**config.mk**
```make
export PLATFORM = sky130hd
export DESIGN_NAME = melody_sequencer
export DESIGN_NICKNAME = d
export VERILOG_FILES = /design/src/rtl/melody_pkg.sv /design/src/rtl/tone_gen.sv /design/src/rtl/melody_sequencer.sv
export SDC_FILE = /design/constraint.sdc
export NUM_CORES = 1
export LEC_CHECK = 0
export ABC_AREA = 1
export CAP_MARGIN = 0
export CORE_UTILIZATION = 57
export CTS_BUF_LIST = sky130_fd_sc_hd__clkbuf_16
export DETAILED_ROUTE_END_ITERATION = 6
export HOLD_SLACK_MARGIN = 0.1
export PLACE_DENSITY = 0.82
export SLEW_MARGIN = 20
export SYNTH_ARGS = -nofsm -noshare
export SYNTH_HDL_FRONTEND = slang
export SYNTH_SLANG_ARGS = --single-unit
```
**constraint.sdc**
```tcl
create_clock -name clk_50MHz -period 2.4 [get_ports clk_50MHz]
set_input_delay 0.48 -clock clk_50MHz [delete_from_list [all_inputs] [get_ports clk_50MHz]]
set_output_delay 0.48 -clock clk_50MHz [all_outputs]
set_load 0.02 [all_outputs]
```
**src/rtl/melody_pkg.sv**
```systemverilog
// melody_pkg: shared types, note constants and the song ROM contents for
// melody_sequencer. Optional build macro used by the top: MELODY_LOOP_EN.
package melody_pkg;

  typedef enum logic [2:0] {
    IDLE,
    LOAD,
    PLAY,
    GAP,
    END
  } state_t;

  // One ROM word: tone half-period in clock cycles, note length in ms.
  typedef struct packed {
    logic [17:0] half_period;
    logic [11:0] dur_ms;
  } entry_t;

  localparam logic [17:0] C5   = 18'd47750;
  localparam logic [17:0] D5   = 18'd42564;
  localparam logic [17:0] E5   = 18'd37920;
  localparam logic [17:0] F5   = 18'd35792;
  localparam logic [17:0] G5   = 18'd31887;
  localparam logic [17:0] A5   = 18'd28408;
  localparam logic [17:0] B5   = 18'd25309;
  localparam logic [17:0] C6   = 18'd23888;
  localparam logic [17:0] REST = 18'd0;

  localparam logic [11:0] NOTE_MS = 12'd250;

  // C5..C6 scale, then end markers (dur_ms = 0) for every remaining slot.
  function automatic entry_t song_rom(input int unsigned idx);
    entry_t e;
    case (idx)
      0:       e = '{half_period: C5,   dur_ms: NOTE_MS};
      1:       e = '{half_period: D5,   dur_ms: NOTE_MS};
      2:       e = '{half_period: E5,   dur_ms: NOTE_MS};
      3:       e = '{half_period: F5,   dur_ms: NOTE_MS};
      4:       e = '{half_period: G5,   dur_ms: NOTE_MS};
      5:       e = '{half_period: A5,   dur_ms: NOTE_MS};
      6:       e = '{half_period: B5,   dur_ms: NOTE_MS};
      7:       e = '{half_period: C6,   dur_ms: NOTE_MS};
      default: e = '{half_period: REST, dur_ms: 12'd0};
    endcase
    return e;
  endfunction

endpackage

```
**src/rtl/tone_gen.sv**
```systemverilog
// tone_gen: programmable square-wave generator. The output toggles every
// half_period+1 enabled cycles; dropping enable clears both the counter and
// the output so every note starts from the same phase.
module tone_gen (
  input  logic        clk,
  input  logic        reset,
  input  logic        enable,
  input  logic [17:0] half_period,
  output logic        tone_out
);

  logic [17:0] count_reg;
  logic        tone_reg;

  // Half-period counter with output toggle on terminal count.
  always_ff @(posedge clk or posedge reset) begin
    if (reset) begin
      count_reg <= '0;
      tone_reg  <= 1'b0;
    end else if (!enable) begin
      count_reg <= '0;
      tone_reg  <= 1'b0;
    end else if (count_reg == half_period) begin
      count_reg <= '0;
      tone_reg  <= ~tone_reg;
    end else begin
      count_reg <= count_reg + 18'd1;
    end
  end

  assign tone_out = tone_reg;

endmodule

```
**src/rtl/melody_sequencer.sv**
```systemverilog
// melody_sequencer: steps through the song ROM, plays each note on the
// buzzer through tone_gen and inserts a silent gap between notes.
// Build macro MELODY_LOOP_EN: wrap to index 0 at end of song instead of
// stopping (done pulses once per pass, busy stays high until stop).
module melody_sequencer
  import melody_pkg::*;
#(
  parameter int TICK_DIV = 50000,
  parameter int GAP_MS   = 20,
  parameter int SONG_LEN = 16
) (
  input  logic                        clk_50MHz,
  input  logic                        reset_button,
  input  logic                        start,
  input  logic                        stop,
  output logic                        buzzer_out,
  output logic                        busy,
  output logic                        done,
  output logic [$clog2(SONG_LEN)-1:0] note_idx
);

  localparam int IDX_W  = $clog2(SONG_LEN);
  localparam int TICK_W = (TICK_DIV > 1) ? $clog2(TICK_DIV) : 1;

  localparam logic [TICK_W-1:0] TICK_LAST = TICK_W'(TICK_DIV - 1);
  localparam logic [11:0]       GAP_LAST  = 12'(GAP_MS - 1);
  localparam logic [IDX_W-1:0]  IDX_LAST  = IDX_W'(SONG_LEN - 1);

  state_t            state_reg;
  logic              busy_reg;
  logic              done_reg;
  logic [IDX_W-1:0]  note_idx_reg;
  logic [TICK_W-1:0] tick_reg;
  logic [11:0]       ms_reg;
  entry_t            cur_reg;

  entry_t rom_entry;
  logic   tick_last;
  logic   play_last;
  logic   gap_last;
  logic   advance;
  logic   song_end;
  logic   tone_enable;

  // Phase-end detection and next-note decisions shared by the FSM.
  always_comb begin
    rom_entry   = song_rom(32'(note_idx_reg));
    tick_last   = (tick_reg == TICK_LAST);
    play_last   = (state_reg == PLAY) && tick_last && (ms_reg == cur_reg.dur_ms - 12'd1);
    gap_last    = (state_reg == GAP) && tick_last && (ms_reg == GAP_LAST);
    advance     = (play_last && (GAP_MS == 0)) || gap_last;
    song_end    = ((state_reg == LOAD) && (rom_entry.dur_ms == 12'd0)) ||
                  (advance && (note_idx_reg == IDX_LAST));
    // Stop the tone on the same edge that leaves PLAY so the buzzer is
    // already low in the first cycle of the gap or of IDLE; rests never sound.
    tone_enable = (state_reg == PLAY) && !stop && !play_last &&
                  (cur_reg.half_period != 18'd0);
  end

  // Sequencer FSM with registered busy/done/note_idx outputs.
  always_ff @(posedge clk_50MHz or posedge reset_button) begin
    if (reset_button) begin
      state_reg    <= IDLE;
      busy_reg     <= 1'b0;
      done_reg     <= 1'b0;
      note_idx_reg <= '0;
      tick_reg     <= '0;
      ms_reg       <= '0;
      cur_reg      <= '0;
    end else begin
      done_reg <= 1'b0;
      if (stop && (state_reg != IDLE)) begin
        state_reg <= IDLE;
        busy_reg  <= 1'b0;
        tick_reg  <= '0;
        ms_reg    <= '0;
      end else if (song_end) begin
        done_reg <= 1'b1;
        tick_reg <= '0;
        ms_reg   <= '0;
`ifdef MELODY_LOOP_EN
        state_reg    <= LOAD;
        note_idx_reg <= '0;
`else
        state_reg <= END;
`endif
      end else if (advance) begin
        state_reg    <= LOAD;
        note_idx_reg <= note_idx_reg + 1'b1;
        tick_reg     <= '0;
        ms_reg       <= '0;
      end else begin
        case (state_reg)
          IDLE: begin
            if (start && !stop) begin
              state_reg    <= LOAD;
              busy_reg     <= 1'b1;
              note_idx_reg <= '0;
            end
          end
          LOAD: begin
            cur_reg   <= rom_entry;
            tick_reg  <= '0;
            ms_reg    <= '0;
            state_reg <= PLAY;
          end
          PLAY, GAP: begin
            if (play_last) begin
              state_reg <= GAP;
              tick_reg  <= '0;
              ms_reg    <= '0;
            end else if (tick_last) begin
              tick_reg <= '0;
              ms_reg   <= ms_reg + 12'd1;
            end else begin
              tick_reg <= tick_reg + 1'b1;
            end
          end
          END: begin
            state_reg <= IDLE;
            busy_reg  <= 1'b0;
          end
          default: begin
            state_reg <= IDLE;
            busy_reg  <= 1'b0;
          end
        endcase
      end
    end
  end

  tone_gen u_tone_gen (
    .clk         (clk_50MHz),
    .reset       (reset_button),
    .enable      (tone_enable),
    .half_period (cur_reg.half_period),
    .tone_out    (buzzer_out)
  );

  assign busy     = busy_reg;
  assign done     = done_reg;
  assign note_idx = note_idx_reg;

endmodule

```
==> results of run 1 <==
-- layout by cell type, fill, tap and decap left out, drive strengths merged, types with 3 or more instances in the layout --
cell type | Yosys | final
a21oi | 10 | 10
clkbuf | 3 | 9
clkdlybuf4s50 | 0 | 10
clkinv | 1 | 4
dfrtp | 73 | 73
ha | 12 | 12
inv | 79 | 81
nand2 | 145 | 145
nand3 | 46 | 46
nand3b | 3 | 3
nand4 | 15 | 15
nor2 | 129 | 129
nor3 | 28 | 28
o21ai | 35 | 35
o22ai | 5 | 5
xnor2 | 10 | 10
xor2 | 15 | 15
-- Yosys cell counts, types with 10 or more instances --
master   count  share of area, %
nand3_1     45               4.8
a21oi_1     10               1.1
nand2_1    117               9.3
dfrtp_1     73                39
nor3_1      25               2.7
nand4_1     15               2.0
inv_2       10              0.80
inv_1       69               5.5
nor2_1     119               9.5
nand2_2     20               2.7
o21ai_0     15               1.6
o21ai_2     13               2.4
xnor2_1     10               1.9
xor2_1      15               2.8
ha_1        12               3.2
-- metal layers --
layer / GRT usage, % / routed length (um) / vias to the layer above
met3: 4.02 / 542 / 24
li1: - / - / 2038
met2: 46.6 / 5430 / 126
met5: 0 / 0 / -
met1: 34.3 / 4750 / 1896
met4: 11.0 / 262 / 0
-- area by class of cell --
type,count,area share (%)
clock buffers,9,4.39
repair buffers,12,2.49
clock inverters,7,1.19
inverters,80,5.85
flip-flops and latches,73,35.6
multi-input cells,465,48.0
well taps,102,2.49
-- cells by family after synthesis --
group / after synthesis
DFF: 73
buffers and inverters: 89
muxes: 1
xor gates and xnor gates: 25
and+or+nand+nor: 369
AOI/OAI and AO/OA: 58
adders and majority gates: 12
-- through the flow --
step / instances / power, mW / area [um2]
global placement: 732 / 2.64 / 4850
CTS: 748 / 4.02 / 5130
finish: 748 / 4.00 / 5130
detailed placement: 732 / 2.70 / 4850
global route: 748 / 4.22 / 5130
floorplan: 627 / 2.54 / 4700
-- worst reg2reg max path: stages, from the launching register on --
cell and delay (ps):
dfrtp_1 390, ha_1 180, nand2_1 120, nor2_2 190
nand2_1 90, nor2_1 170, nand2_2 120, nand2_4 80
nand2_4 70, nand3_4 360, nand2_1 100, o21ai_1 100
-- report_power, final --
group / switching (mW) / total, mW / leakage (nW) / internal [mW]
sequential: 0.175 / 1.54 / 0.988 / 1.36
clock: 0.517 / 1.31 / 0.140 / 0.793
combinational: 0.789 / 1.16 / 1.21 / 0.369
total: 1.48 / 4.00 / 2.34 / 2.52
-- worst min-delay path by stage --
stage / startpoint / to / cells past startpoint
floorplan: cur_reg[6] / cur_reg[6] / 2
global placement: cur_reg[6] / cur_reg[6] / 2
detailed placement: cur_reg[6] / cur_reg[6] / 2
CTS: reset_button / tick_reg[8] / 2
global route: reset_button / ms_reg[3] / 2
finish: reset_button / ms_reg[3] / 2
==> out/qor.csv, run 1 <==
stage,metric,value,unit
cells_and_area,Storage cell area,1830,um2
critical_path,crit path DAT,1680,ps
power,Worst VDD drop,431,uV
critical_path,RR Endpoint,cur_reg[27],
cells_and_area,fill count,674,
critical_path,CP startpoint,note_idx[2],
critical_path,"slowest stage delay, CP",700,ps
sta,relative slew slack,65.8,%
sta,Tmin final,2160,ps
critical_path,critical-path maximum fanout,14,
sta,final worst-path setup slack,243,ps
critical_path,CP Data Required Time,1920,ps
yosys,simple-gate portion of the synthesized area,36.6,%
yosys,Adder-Cell Fraction of Synth Area,3.19,%
sta,final hold violation count,0,
yosys,Synth Register Bits,73,
placement,Detail Placement HPWL,8060,um
yosys,Post-synth ARST share,100,%
clock_network,hold-fix buffers at CTS,0,
cells_and_area,ANT cells,0,
routing,Final ANT Viol Nets,0,
routing,Post-Route WL,11000,um
global_route,global-route wire length before repair,18300,um
run,Max-Cap Viols,0,
critical_path,worst path buffer plus inverter count,1,
yosys,main combinational cell family by area after synthesis,simple AND/OR/NAND/NOR gates,
placement,setup slack after placement,278,ps
yosys,Post-Synth XOR/XNOR Area,4.66,%
sta,hold slack,434,ps
yosys,synthesized area,4700,um2
die,die area,8610,um2
cells_and_area,Multi-input gate area,2470,um2
die,Die Y,92.8,um
clock_network,later-pin clock latency in the skew report,340,ps
placement,Routability Congestion,0.915,
critical_path,Crit Path Class,reg -> out,
power,Power per Cell Area,780,nW/um2
sta,RSZ-0062 raised after global routing,false,
yosys,sequential-to-total area share from yosys stat,38.9,%
clock_network,CTS tree,built,
critical_path,Crit path max-delay family,buffers and inverters,
min_path,worst min path class,in -> async,
sta,Worst Max-Slew Pin Slew,512,ps
die,Initial Util,59.9,%
sta,clock skew,4.37,ps
sta,setup TNS,0,ps
routing,Iteration-0 DRC Markers,277,
critical_path,RR Startpoint,tick_reg[0],
die,I/O pin cnt,11,
cells_and_area,nets,657,
routing,Vias per Instance,5.46,
clock_network,Post-CTS Resized,0,
placement,PortBufs,10,
yosys,syn_nets,643,
clock_network,clock slew at the register clock pins of the worst setup and hold paths,60,ps
routing,vias post-DR,4084,
yosys,dominant synthesized flop cell,dfrtp_1,
cells_and_area,fraction of layout instances using a drive strength above 1,12.5,%
routing,DR WL/cell,14.7,um
critical_path,Critical Path Stages,1,
yosys,post-synthesis mux area share,0.213,%
critical_path,FF-to-FF path depth,11,
die,Cell Rows,32,
clock_network,cts bufs inserted,9,
critical_path,crit path to,note_idx[2],
global_route,largest net degree at the start of global routing,59,
sta,final worst path period share,89.9,%
clock_network,clk sinks,73,
die,core area,7850,um2
cells_and_area,Final Core Density,65.4,%
die,die span in x,92.8,um
sta,fin. max-slew vios,0,
cells_and_area,Largest register FFs,18,
global_route,GRT Residual Overflow,0,
run_status,status,completed,
yosys,Syn Area/Cell,7.50,um2
critical_path,cells along the critical path,clkdlybuf4s50_1,
routing,first drt pass iteration count,5,
critical_path,CP Capture Type,output pin,
sta,top achievable clock speed,464,MHz
routing,DRC,0,
clock_network,Max Root-Sink Buffers,2,
yosys,Netlist cell types,39,
yosys,Synthesis Warnings,0,
sta,setup violators final,0,
global_route,initial antenna violation count,0,
clock_network,postcts setup bufs,0,
critical_path,R2R Setup Slk,340,ps
power,leakage dissipation,2.34,nW
yosys,Compound-Gate Fraction of Synth Area,7.80,%
critical_path,Startpoint Class,flip-flop,
clock_network,CTS root buffer,clkbuf_16,
clock_network,H-tree depth,3,
critical_path,"Slowest-stage cell, CP",clkdlybuf4s50_1,
yosys,Mapped Cells,627,
yosys,number of synthesized flops with an enable pin,0,
cells_and_area,Layout area overhead,9.27,%
global_route,GRT Overall Usage,27.2,%
global_route,vias in the first global route,3886,
No activity file was read; power rests on OpenSTA's default activity.
==> inputs of run 2 (changes only) <==
Settings changed: CAP_MARGIN 0 to default.
==> results of run 2 <==
No change in the layout: final DEF, timing and power equal those of run 1.
==> inputs of run 3 (changes only) <==
Settings changed: ABC_CLOCK_PERIOD_IN_PS from default to 2400, SLEW_MARGIN 20 to default.
==> results of run 3 <==
No change in the layout: final DEF, timing and power equal those of run 1.
